[src/rtl/pmem_line_adapter.sv]
// Serves one cache-line pmem read or writeback as a burst of word beats on the narrow memory bus.
// Build macro PMEM_LINE_ADAPTER_CRITICAL_WORD_FIRST_EN: read bursts start at the requested word and wrap.
module pmem_line_adapter #(
  parameter int unsigned LINE_WIDTH = 128,
  parameter int unsigned WORD_WIDTH = 16
) (
  input  logic                  clk,
  input  logic                  reset_n,
  input  logic                  pmem_read,
  input  logic                  pmem_write,
  input  logic [15:0]           pmem_address,
  input  logic [LINE_WIDTH-1:0] pmem_wdata,
  output logic [LINE_WIDTH-1:0] pmem_rdata,
  output logic                  pmem_resp,
  output logic                  mem_read,
  output logic                  mem_write,
  output logic [15:0]           mem_address,
  output logic [WORD_WIDTH-1:0] mem_wdata,
  input  logic [WORD_WIDTH-1:0] mem_rdata,
  input  logic                  mem_resp
);
  localparam int unsigned ADDRW = 16;
  localparam int unsigned BEATS = LINE_WIDTH / WORD_WIDTH;
  localparam int unsigned IDXW  = $clog2(BEATS);
  localparam int unsigned TAGW  = ADDRW - IDXW - 1;
  localparam int unsigned LWW   = $clog2(LINE_WIDTH);

  typedef enum logic [1:0] {
    IDLE     = 2'd0,
    RD_BURST = 2'd1,
    WR_BURST = 2'd2,
    DONE     = 2'd3
  } state_e;

  state_e                state_q, state_d;
  logic [IDXW-1:0]       beat_q, beat_d;
  logic [IDXW-1:0]       cnt_q, cnt_d;
  logic [LINE_WIDTH-1:0] line_q, line_d;
  logic [LINE_WIDTH-1:0] rdata_q, rdata_d;
  logic                  resp_q, resp_d;
  logic                  rd_q, rd_d;
  logic                  wr_q, wr_d;
  logic [ADDRW-1:0]      addr_q, addr_d;
  logic [WORD_WIDTH-1:0] wdata_q, wdata_d;

  logic [IDXW-1:0]       rd_start;
  logic [IDXW-1:0]       beat_nxt;
  logic [TAGW-1:0]       req_tag;
  logic [TAGW-1:0]       cur_tag;
  logic [LWW-1:0]        slot;
  logic [LWW-1:0]        slot_nxt;
  logic                  beat_fire;
  logic                  last_beat;
  logic                  unused_addr_bits;

  // Start beat of a read burst: requested word when critical-word-first is built in.
`ifdef PMEM_LINE_ADAPTER_CRITICAL_WORD_FIRST_EN
  assign rd_start = pmem_address[IDXW:1];
`else
  assign rd_start = '0;
`endif

  assign unused_addr_bits = ^pmem_address[IDXW:0];
  assign req_tag   = pmem_address[ADDRW-1 -: TAGW];
  assign cur_tag   = addr_q[ADDRW-1 -: TAGW];
  assign beat_nxt  = beat_q + IDXW'(1);
  assign slot      = LWW'(beat_q) * LWW'(WORD_WIDTH);
  assign slot_nxt  = LWW'(beat_nxt) * LWW'(WORD_WIDTH);
  assign beat_fire = mem_resp && ((state_q == RD_BURST) || (state_q == WR_BURST));
  // Burst ends on the beats-done count, independent of where the beat index started.
  assign last_beat = beat_fire && (cnt_q == IDXW'(BEATS - 1));

  always_ff @(posedge clk or negedge reset_n) begin
    if (!reset_n) begin
      state_q <= IDLE;
      beat_q  <= '0;
      cnt_q   <= '0;
      line_q  <= '0;
      rdata_q <= '0;
      resp_q  <= 1'b0;
      rd_q    <= 1'b0;
      wr_q    <= 1'b0;
      addr_q  <= '0;
      wdata_q <= '0;
    end else begin
      state_q <= state_d;
      beat_q  <= beat_d;
      cnt_q   <= cnt_d;
      line_q  <= line_d;
      rdata_q <= rdata_d;
      resp_q  <= resp_d;
      rd_q    <= rd_d;
      wr_q    <= wr_d;
      addr_q  <= addr_d;
      wdata_q <= wdata_d;
    end
  end

  // Next state; a simultaneous write and read accepts the write first.
  always_comb begin
    state_d = state_q;
    case (state_q)
      IDLE: begin
        if (pmem_write) begin
          state_d = WR_BURST;
        end else if (pmem_read) begin
          state_d = RD_BURST;
        end
      end
      RD_BURST, WR_BURST: begin
        if (last_beat) begin
          state_d = DONE;
        end
      end
      DONE:    state_d = IDLE;
      default: state_d = IDLE;
    endcase
  end

  // Registered outputs and datapath; bus fields only move on an accepted beat.
  always_comb begin
    beat_d  = beat_q;
    cnt_d   = cnt_q;
    line_d  = line_q;
    rdata_d = rdata_q;
    resp_d  = 1'b0;
    rd_d    = rd_q;
    wr_d    = wr_q;
    addr_d  = addr_q;
    wdata_d = wdata_q;
    case (state_q)
      IDLE: begin
        rd_d = 1'b0;
        wr_d = 1'b0;
        if (pmem_write) begin
          line_d  = pmem_wdata;
          beat_d  = '0;
          cnt_d   = '0;
          wr_d    = 1'b1;
          addr_d  = {req_tag, IDXW'(0), 1'b0};
          wdata_d = pmem_wdata[WORD_WIDTH-1:0];
        end else if (pmem_read) begin
          beat_d = rd_start;
          cnt_d  = '0;
          rd_d   = 1'b1;
          addr_d = {req_tag, rd_start, 1'b0};
        end
      end
      RD_BURST: begin
        if (beat_fire) begin
          line_d[slot +: WORD_WIDTH] = mem_rdata;
          beat_d = beat_nxt;
          cnt_d  = cnt_q + IDXW'(1);
          if (last_beat) begin
            rd_d    = 1'b0;
            resp_d  = 1'b1;
            rdata_d = line_d;
          end else begin
            addr_d = {cur_tag, beat_nxt, 1'b0};
          end
        end
      end
      WR_BURST: begin
        if (beat_fire) begin
          beat_d = beat_nxt;
          cnt_d  = cnt_q + IDXW'(1);
          if (last_beat) begin
            wr_d   = 1'b0;
            resp_d = 1'b1;
          end else begin
            addr_d  = {cur_tag, beat_nxt, 1'b0};
            wdata_d = line_q[slot_nxt +: WORD_WIDTH];
          end
        end
      end
      DONE: begin
        rd_d = 1'b0;
        wr_d = 1'b0;
      end
      default: begin
        rd_d = 1'b0;
        wr_d = 1'b0;
      end
    endcase
  end

  assign pmem_rdata  = rdata_q;
  assign pmem_resp   = resp_q;
  assign mem_read    = rd_q;
  assign mem_write   = wr_q;
  assign mem_address = addr_q;
  assign mem_wdata   = wdata_q;

endmodule

[config.mk]
export PLATFORM = sky130hd
export DESIGN_NAME = pmem_line_adapter
export DESIGN_NICKNAME = d
export VERILOG_FILES = /design/src/rtl/pmem_line_adapter.sv
export SDC_FILE = /design/constraint.sdc
export NUM_CORES = 1
export LEC_CHECK = 0
export ABC_AREA = 1
export ABC_CLOCK_PERIOD_IN_PS = 4500
export BUFFER_PORTS_ARGS = -buffer_cell sky130_fd_sc_hd__buf_2
export CAP_MARGIN = 30
export CORE_UTILIZATION = 40
export DETAILED_ROUTE_END_ITERATION = 12
export GPL_ROUTABILITY_DRIVEN = 0
export PLACE_DENSITY_LB_ADDON = 0.12
export SLEW_MARGIN = 20
export SYNTH_ARGS = -nofsm -noshare
export SYNTH_HDL_FRONTEND = slang
export SYNTH_SLANG_ARGS = --single-unit
[constraint.sdc]
create_clock -name clk -period 4.5 [get_ports clk]
set_input_delay 0.9 -clock clk [delete_from_list [all_inputs] [get_ports clk]]
set_output_delay 0.9 -clock clk [all_outputs]
set_load 0.01 [all_outputs]
==> results.sh <==
export IMPL_status="complete, no violations"
export IMPL_crit_path_end_kind="flip-flop"
export IMPL_drt_antenna_violating_nets=0
export IMPL_start_util_pct=41.0
export IMPL_utilization_pct=48.9
export IMPL_critPathBufInv=2
export IMPL_drt_wl_total_um=61500
export IMPL_critical_path_cell_chain="inv_2, ha_1, ha_1, inv_2, nand2_1, nor2_2, nand2_1, nand2_1, nand3_1, nand2_1, o21ai_1"
export IMPL_ys_seq_elements=298
export IMPL_die_area_um2=40800
export IMPL_syn2layout_area_growth_pct=19.3
export IMPL_overflow=0
export IMPL_drv_cap=0
export IMPL_drive_gt1_share_pct=17.1
export IMPL_ys_top_cells_by_count="nand2_1, nor2_1, dfrtp_1"
export IMPL_core_area_um2=39000
export IMPL_dr_pass1_iters=5
export IMPL_grt_use_total_pct=30.2
export IMPL_max_slew_margin_pct=25.6
export IMPL_cp_max_fo=27
export IMPL_die_x_um=202
export IMPL_num_antenna_cells=0
export IMPL_synth_edff_count=0
export IMPL_fin_tns_setup_ns=0
export IMPL_worst_path_max_delay_cell="dfrtp_2"
export IMPL_arrival_ns=3.88
export IMPL_first_global_vias=15600
export IMPL_drc=0
export IMPL_ys_top_cells_by_area="dfrtp_1, nand2_1, nor2_1"
export IMPL_crit_required_ns=4.92
export IMPL_max_stage_delay_ns=0.69
export IMPL_numCtsBuffers=36
export IMPL_cts_root_buf="clkbuf_16"
export IMPL_synthesis_nets=2444
export IMPL_dp_final_hpwl_um=41500
export IMPL_antenna_found_initial=0
export IMPL_rows=72
export IMPL_postCtsSetupBuffers=0
export IMPL_yosysUniqueCellTypes=32
export IMPL_synth_top_cell_area_share_pct=46.7
export IMPL_fmax_mhz=289
export IMPL_clk_latency_ns=0.53
export IMPL_io_pins=328
export IMPL_setup_violations=0
export IMPL_grt_pass1_wl_um=94100
export IMPL_p_per_area_nw_per_um2=730
export IMPL_synth_area_um2=16000
export IMPL_crit_family="simple AND/OR/NAND/NOR gates"
export IMPL_synth_most_common_cell="nand2_1"
export IMPL_drv_slew=0
export IMPL_async_flop_share_pct=100
export IMPL_fillers=4001
export IMPL_fin_skew_ns=0.0133
export IMPL_via_count=16200
export IMPL_io_buffer_count=322
export IMPL_syn_avg_cell_area_um2=7.05
export IMPL_yosysWarnings=0
export IMPL_synth_flop_cell="dfrtp_1"
export IMPL_path_common_cell="nand2_1"
export IMPL_worstSetupStartpointType="flip-flop"
export IMPL_synth_area_leader_cell="dfrtp_1"
export IMPL_rsz0062_at_grt="false"
export IMPL_hold_buffers=0
export IMPL_clock_path_buffers=3
export IMPL_worst_setup_path_type="reg -> reg"
export IMPL_layout_nets=2688
export IMPL_p_leak_nw=10.3
export IMPL_cts_sinks=298
export IMPL_grt_max_degree=217
export IMPL_cts_clk_slew_worst_paths_ns=0.06
export IMPL_syn_inst=2268
export IMPL_fp_dieH_um=202
export IMPL_drt_iter0_drc=1608
export IMPL_cts_tree="built"
export IMPL_yosysSeqAreaShare_pct=46.7
export IMPL_min_period_over_period_pct=76.9
export IMPL_avgViaCountPerCell=5.32
export IMPL_hp_class="in -> async"
export IMPL_finalHoldViolCount=0
export IMPL_post_route_min_period_ns=3.46
export IMPL_htree_num_levels=2
export IMPL_postCtsResizedCells=0
export IMPL_ir_worst_vdd_mv=0.371
export IMPL_wl_per_cell_um=20.1
export IMPL_worst_pin_slew_ns=1.12
==> kinds of logic (layout without fill, tap and decap cells) <==
family                     Yosys count  in the layout  share of synthesized area [%]
DFF                                298            298                           46.7
adders and majority gates           11             11                          0.861
muxes                               12             12                          0.845
buffers and inverters              306            574                           7.75
other                                1              1                         0.0235
and+or+nand+nor                   1362           1362                           34.4
xor gates and xnor gates             2              2                          0.110
AOI/OAI and AO/OA                  276            276                           9.34
==> registers in the layout (all words and copies together) (netlist names) <==
signal       count
mem_address     15
mem_read         1
mem_wdata       16
cnt_q            3
beat_q           3
line_q         128
pmem_resp        1
state_q          2
mem_write        1
pmem_rdata     128
==> path summary, 6_finish.rpt <==
check,startpoint,to,slack [ns],depth (start not counted)
min,reset_n,pmem_rdata[103],0.41,1
min reg2reg,pmem_rdata[21],pmem_rdata[21],0.47,2
max in group asynchronous,reset_n,mem_wdata[15],2.99,2
max,beat_q[0],line_q[11],1.04,11
max reg2reg,beat_q[0],line_q[11],1.04,11
min in group clk,pmem_rdata[21],pmem_rdata[21],0.47,2
==> cell usage in the layout (no fill, tap or decap), types with 2 or more instances in the layout <==
cell type,synthesis,layout
clkbuf_16,0,37
clkinv_1,2,2
a31oi_1,73,73
inv_1,156,156
o21ai_0,121,121
o21ai_1,26,26
nor2_1,366,366
mux2_2,12,12
nand2_2,3,3
clkbuf_1,63,9
nand3_1,225,225
clkinv_2,0,7
buf_4,4,15
nor2_4,2,2
buf_12,0,8
buf_2,60,321
nor2_2,3,3
nand2_1,742,742
clkbuf_8,0,6
nand3_2,2,2
inv_2,8,8
dfrtp_1,298,297
a21oi_1,52,52
ha_1,11,10
nand4_1,16,16
==> area by class of cell <==
type	instances	area (µm²)	area share, %
clock buffers	52	1040	5.46
well taps	518	648	3.40
clock inverters	10	81.3	0.426
repair buffers	346	1920	10.1
multi-input cells	1664	7300	38.3
flip-flops and latches	298	7460	39.1
inverters	166	623	3.27
==> where the power goes <==
group | switching (mW) | leakage, nW | internal, mW
Sequential | 0.613 | 3.86 | 3.54
Clock | 1.17 | 0.556 | 1.66
Combinational | 4.83 | 5.93 | 2.11
Total | 6.61 | 10.3 | 7.32
==> metal layers <==
metal / GRT usage, % / up-vias / share of wire (%)
li1: - / 7719 / -
met1: 43.2 / 7635 / 44
met2: 45.6 / 786 / 44
met3: 5.24 / 101 / 8.7
met4: 11.1 / 0 / 3.8
met5: 0 / - / 0
==> worst register-to-register path, delay by kind of cell, from the launching register on <==
kind,cells,cell delay [ns]
flip-flops,1,0.69
AO/OA/AOI/OAI,1,0.06
adder cells (fa/ha/maj),2,0.64
AND/OR/NAND/NOR,6,1.73
buffers and inverters,2,0.25
==> per-stage QoR <==
stage                     setup WS (ns)  hold slack, ns  total power, mW  instance area [µm²]  std cells
after detailed placement           1.11           0.460             11.0                17900       2991
after CTS                          1.10           0.478             13.9                19000       3053
final                              1.04           0.406             13.9                19100       3054
after global routing              0.807           0.502             15.0                19100       3054
after global placement             1.09           0.461             10.8                17900       2987
after floorplan                    2.11           0.446             8.77                16000       2268
Power figures use the tool's default switching activity.
